===== src/rtl/bias_apply.sv =====
// rtl/bias_apply.sv - lane-wise bias add over N buffered rows; optional ReLU stage under BIAS_APPLY_RELU_EN
module bias_apply #(
  parameter int BIAS_INST_LENGTH   = 96,
  parameter int C_M_AXI_DATA_WIDTH = 512,
  parameter int C_ADDER_BIT_WIDTH  = 32,
  parameter int C_BUF_ADDR_WIDTH   = 9
) (
  input  logic                          kernel_clk,
  input  logic                          kernel_rst,
  input  logic                          ap_start,
  output logic                          ap_done,
  input  logic [BIAS_INST_LENGTH-1:0]   ctrl_instruction,
  output logic                          bias_read_buffer_a_valid,
  output logic [C_BUF_ADDR_WIDTH-1:0]   bias_read_buffer_a_addr,
  input  logic [C_M_AXI_DATA_WIDTH-1:0] bias_read_buffer_a_data,
  output logic                          src_read_valid,
  output logic [C_BUF_ADDR_WIDTH-1:0]   src_read_addr,
  input  logic [C_M_AXI_DATA_WIDTH-1:0] src_read_data,
  output logic                          dst_write_valid,
  output logic [C_BUF_ADDR_WIDTH-1:0]   dst_write_addr,
  output logic [C_M_AXI_DATA_WIDTH-1:0] dst_write_data
);

  localparam int LANES = C_M_AXI_DATA_WIDTH / C_ADDER_BIT_WIDTH;
  localparam int AW    = C_BUF_ADDR_WIDTH;
  localparam int LW    = C_ADDER_BIT_WIDTH;

  localparam logic [2:0] S_IDLE   = 3'd0;
  localparam logic [2:0] S_DECODE = 3'd1;
  localparam logic [2:0] S_RUN    = 3'd2;
  localparam logic [2:0] S_DRAIN  = 3'd3;
  localparam logic [2:0] S_DONE   = 3'd4;

  logic [2:0]                    state;
  logic [AW-1:0]                 n_q;
  logic [AW-1:0]                 issue_cnt;
  logic [AW-1:0]                 dst_ptr;
  logic                          bias_pend;   // bias RAM data is on the bus this cycle
  logic                          rd_pend;     // source RAM data is on the bus this cycle
  logic [C_M_AXI_DATA_WIDTH-1:0] bias_q;
  logic [C_M_AXI_DATA_WIDTH-1:0] sum_word;
  logic [LW-1:0]                 lane;
`ifdef BIAS_APPLY_RELU_EN
  logic                          relu_q;
`endif

  // Fields outside the used slices are intentionally dropped.
  logic unused_instr_bits;
  assign unused_instr_bits = ^ctrl_instruction;

  // Per-lane wrapped add of incoming source row and held bias, with optional clamp of negatives
  always_comb begin
    sum_word = '0;
    lane     = '0;
    for (int i = 0; i < LANES; i++) begin
      lane = src_read_data[i*LW +: LW] + bias_q[i*LW +: LW];
`ifdef BIAS_APPLY_RELU_EN
      if (relu_q && lane[LW-1]) lane = '0;
`endif
      sum_word[i*LW +: LW] = lane;
    end
  end

  // Control FSM, read issue, and the registered write stage
  always_ff @(posedge kernel_clk) begin
    if (kernel_rst) begin
      state                    <= S_IDLE;
      ap_done                  <= 1'b1;
      n_q                      <= '0;
      issue_cnt                <= '0;
      dst_ptr                  <= '0;
      bias_pend                <= 1'b0;
      rd_pend                  <= 1'b0;
      bias_q                   <= '0;
      bias_read_buffer_a_valid <= 1'b0;
      bias_read_buffer_a_addr  <= '0;
      src_read_valid           <= 1'b0;
      src_read_addr            <= '0;
      dst_write_valid          <= 1'b0;
      dst_write_addr           <= '0;
      dst_write_data           <= '0;
`ifdef BIAS_APPLY_RELU_EN
      relu_q                   <= 1'b0;
`endif
    end else begin
      ap_done                  <= 1'b0;
      bias_read_buffer_a_valid <= 1'b0;
      bias_pend                <= bias_read_buffer_a_valid;
      rd_pend                  <= src_read_valid;
      dst_write_valid          <= rd_pend;
      if (bias_pend) bias_q <= bias_read_buffer_a_data;
      if (rd_pend) begin
        dst_write_addr <= dst_ptr;
        dst_write_data <= sum_word;
        dst_ptr        <= dst_ptr + 1'b1;
      end

      case (state)
        S_IDLE: begin
          if (ap_start) begin
            state                    <= S_DECODE;
            bias_read_buffer_a_valid <= 1'b1;
            bias_read_buffer_a_addr  <= ctrl_instruction[32 +: AW];
            n_q                      <= ctrl_instruction[48 +: AW];
            src_read_addr            <= ctrl_instruction[64 +: AW];
            dst_ptr                  <= ctrl_instruction[80 +: AW];
            issue_cnt                <= '0;
`ifdef BIAS_APPLY_RELU_EN
            relu_q                   <= ctrl_instruction[16];
`endif
          end
        end
        S_DECODE: begin
          if (n_q == '0) begin
            state   <= S_DONE;
            ap_done <= 1'b1;
          end else begin
            state          <= S_RUN;
            src_read_valid <= 1'b1;
          end
        end
        S_RUN: begin
          if (issue_cnt == n_q - 1'b1) begin
            state          <= S_DRAIN;
            src_read_valid <= 1'b0;
          end else begin
            issue_cnt     <= issue_cnt + 1'b1;
            src_read_addr <= src_read_addr + 1'b1;
          end
        end
        S_DRAIN: begin
          // rd_pend low means the final row has reached the write register
          if (!rd_pend) begin
            state   <= S_DONE;
            ap_done <= 1'b1;
          end
        end
        S_DONE: begin
          state <= S_IDLE;
        end
        default: begin
          state <= S_IDLE;
        end
      endcase
    end
  end

endmodule


===== config.mk =====
export PLATFORM = sky130hd
export DESIGN_NAME = bias_apply
export DESIGN_NICKNAME = d
export VERILOG_FILES = /design/src/rtl/bias_apply.sv
export SDC_FILE = /design/constraint.sdc
export NUM_CORES = 2
export LEC_CHECK = 0
export ABC_AREA = 1
export CORE_AREA = 2 2 650 652
export DETAILED_ROUTE_END_ITERATION = 8
export DIE_AREA = 0 0 652 654
export GPL_TIMING_DRIVEN = 0
export PLACE_DENSITY = 0.37
export SLEW_MARGIN = 20
export SYNTH_ARGS = -nofsm -noshare
export SYNTH_HDL_FRONTEND = slang
export SYNTH_SLANG_ARGS = --single-unit

===== constraint.sdc =====
create_clock -name kernel_clk -period 2.05 [get_ports kernel_clk]
set_input_delay 0.41 -clock kernel_clk [delete_from_list [all_inputs] [get_ports kernel_clk]]
set_output_delay 0.41 -clock kernel_clk [all_outputs]
set_load 0.02 [all_outputs]

==> results_dict.tcl <==
set metrics [dict create \
    worstSetupEndpoint "dst_write_data[314]" \
    ant_nets 0 \
    tightest_slew_ns 1.19 \
    leakage_nw 47.7 \
    clk_path_buf_depth 4 \
    finalNetCount 14600 \
    rsz0062_at_grt "true" \
    start_kind "flop" \
    routabilityCongestion 0.962 \
    path_max_fanout 3 \
    fin_ws_ns -0.0612 \
    cts_buffers 161 \
    max_cap_violations 0 \
    stdcell_count 18600 \
    fin_crit_ns 2.11 \
    grt_start_max_net_pins 15 \
    crit_required_ns 2.82 \
    setup_viol_count_final 8 \
    antenna_found_initial 219 \
    placementRows 238 \
    via_per_inst 4.44 \
    layout_common_cells "2170 x nor2_1, 1570 x nand2_1, 1058 x clkdlybuf4s50_1, 983 x inv_1, 970 x o21ai_0" \
    use_met1_pct 28.0 \
    p_per_area_mw_per_mm2 926 \
    maxSlewViolCount 0 \
    area_delta_synth_final_pct 60.7 \
    cts.clk_slew.worst_paths_ns 0.06 \
    placed_cells 18000 \
    hold_class "in2reg" \
    core-area_mm2 0.419 \
    outcome "complete, but fails checks" \
    clk_latency_ns 0.90 \
    grt_pass1_wl_um 692000 \
    dr_total_vias 82900 \
    r2r_setup_slack_ns -0.06 \
    cts_tree "built" \
    use_met2_pct 42.0 \
    synth-edff-count 0 \
    netlist_instances 10800 \
    grt_util_met3_pct 4.02 \
    criticalPathCategory "reg2reg" \
    clock-sinks 1087 \
    die_w_um 652 \
    grt_remaining_overflow 0 \
    initial_core_util_pct 16.6 \
    async_flop_share_pct 0 \
    drive_gt1_share_pct 24.6 \
    die_area_mm2 0.426 \
    synth_nets 12500 \
    ios 1666 \
    endpoint_kind "flop" \
    drtIter0Drc 5207 \
    r2r_start "bias_q[288]" \
    wire_per_inst_um 28.2 \
    arrival_ns 2.88 \
    synth_seq_area_share_pct 31.3 \
    ir_drop_v 0.000624 \
    regToRegEndpoint "dst_write_data[314]" \
    cp-startpoint "bias_q[288]" \
    final_common_cell "nor2_1" \
    grt_use_total_pct 23.5 \
    cts-root-buf "clkbuf_16" \
    drcViolationCount 0 \
    firstDrtPassIters 5 \
    finClkSkew_ns 0.0483 \
    h-tree-depth 4 \
    totalWireLength_um 526000 \
    synth_flop_cell "dfxtp_1" \
    grt_pass1_vias 81000 \
    period_share_pct 103 \
    yosys.cell_types.count 44 \
    ys_warn_count 0 \
    fmax_ghz 0.474 \
    gr-max-usage-layer "met2" \
    slew_headroom_pct 20.6 \
    fp.dieH_um 654 \
    ys_seq_elements 1087 \
    violations "negative setup slack" \
    hpwl_um 444000 \
    hold_viol_final 0 \
    port_buffers 1604 \
    ff2ff_path_depth 15 \
    syn-cell-area_mm2 0.0694 \
    total_power_mw 103 \
    avgSynthCellArea_um2 6.40 \
]
==> cell usage after synthesis, types with 15 or more instances <==
| master | instances | area [µm²] |
|---|---|---|
| a21oi_1 | 778 | 3890 |
| a21boi_0 | 17 | 128 |
| or2_2 | 15 | 93.8 |
| a21o_1 | 53 | 398 |
| nor4_1 | 32 | 200 |
| xnor2_1 | 36 | 315 |
| dfxtp_1 | 1087 | 21800 |
| nand2_1 | 1818 | 6820 |
| nand3b_1 | 38 | 285 |
| o21ai_1 | 26 | 130 |
| a31oi_1 | 27 | 169 |
| fa_1 | 16 | 320 |
| nor2_1 | 2565 | 9630 |
| ha_1 | 500 | 6260 |
| clkbuf_1 | 315 | 1180 |
| inv_1 | 1021 | 3830 |
| o211ai_1 | 47 | 353 |
| xor2_1 | 153 | 1340 |
| nand3_1 | 592 | 2960 |
| o21bai_1 | 63 | 473 |
| buf_2 | 25 | 125 |
| o21ai_0 | 1201 | 6010 |
| o21a_1 | 44 | 330 |
| nor3_1 | 113 | 566 |
| o221ai_1 | 66 | 578 |
| nand4_1 | 121 | 757 |
==> cell type report <==
class | instances | area, µm²
Tap cell | 5520 | 6910
Timing Repair Buffer | 1917 | 18300
Clock buffer | 222 | 4630
Antenna cell | 82 | 205
Multi-Input combinational cell | 8372 | 52600
Buffer | 353 | 2190
Clock inverter | 68 | 967
Sequential cell | 1087 | 22000
Inverter | 1026 | 3880
Fill cell | 46900 | 308000
==> critical path, cell delays in order, from the launching register on <==
cell and delay, ns:
dfxtp_2 0.33, ha_4 0.16, fa_2 0.37, nand3_2 0.08, nand3_2 0.09, inv_2 0.10, nor2_4 0.04, nor2_4 0.13
buf_4 0.14, o21ai_4 0.08, nand2_2 0.09, nand3_2 0.07, nand2_2 0.10, nand3_4 0.10, nand2_1 0.09, inv_1 0.04
==> stage by stage <==
step	utilization (%)	instance area [µm²]	worst slack [ns]	hold WS, ns	TNS (ns)
6_report	26.6	112000	-0.0612	0.102	-0.182
3_3_place_gp	22.0	92400	-5.06	0.414	-2967.35
2_1_floorplan	-	69500	0.000358	0.451	0
3_5_place_dp	22.3	93400	-2.07	0.422	-1256.77
4_1_cts	24.9	104000	-0.0855	0.00479	-3.20
5_1_grt	26.6	111000	-0.159	0.0666	-5.81
==> cells by family after synthesis <==
| kind of cell | after synthesis | synth area share (%) |
|---|---|---|
| and+or+nand+nor | 5319 | 31.0 |
| buffers and inverters | 1383 | 7.55 |
| DFF | 1087 | 31.3 |
| muxes | 7 | 0.101 |
| adders and majority gates | 516 | 9.47 |
| xor gates and xnor gates | 189 | 2.38 |
| AOI/OAI and AO/OA | 2341 | 18.2 |
==> flip-flops by register name (all words and copies together), names as in the netlist <==
name	flops
bias_read_buffer_a_valid	1
src_read_addr	9
issue_cnt	9
bias_read_buffer_a_addr	9
state	3
bias_q	512
dst_write_data	512
dst_write_addr	9
n_q	9
bias_pend	1
ap_done	1
dst_ptr	9
dst_write_valid	1
rd_pend	1
src_read_valid	1
==> worst min-delay path by stage <==
stage                     slack (ns)  depth (start not counted)                end                         start
final                           0.10                          3        bias_q[118]  bias_read_buffer_a_data[118]
after global routing            0.07                          3        bias_q[256]  bias_read_buffer_a_data[256]
after CTS                      0.005                          3        bias_q[118]  bias_read_buffer_a_data[118]
after detailed placement        0.42                          2          bias_pend      bias_read_buffer_a_valid
after global placement          0.41                          2          bias_pend      bias_read_buffer_a_valid
after floorplan                 0.45                          2  dst_write_addr[8]                    dst_ptr[8]
==> report_power, final <==
part	switching, mW	total [mW]	internal [mW]
clock network	12.2	30.7	18.5
logic	28.1	44.1	15.9
registers	3.51	28.6	25.1
==> routing by layer <==
metal  up-vias  wire length (µm)
met2      2383            260000
met5         -               386
met3       774             26200
met4        60             22900
met1     39600            216000
li1      40100                 -
==> repair_timing <==
| item | in CTS | in global routing |
|---|---|---|
| gates cloned | 3 | 2 |
| buffers inserted | 155 | 116 |
| setup endpoints to repair | 1626 | 584 |
| endpoints found under the hold margin | 7 | 0 |
| resized for setup | 3403 | 1671 |
| hold buffers | 7 | 0 |
| pin swaps | 126 | 302 |
(Power assumes the default switching activity.)
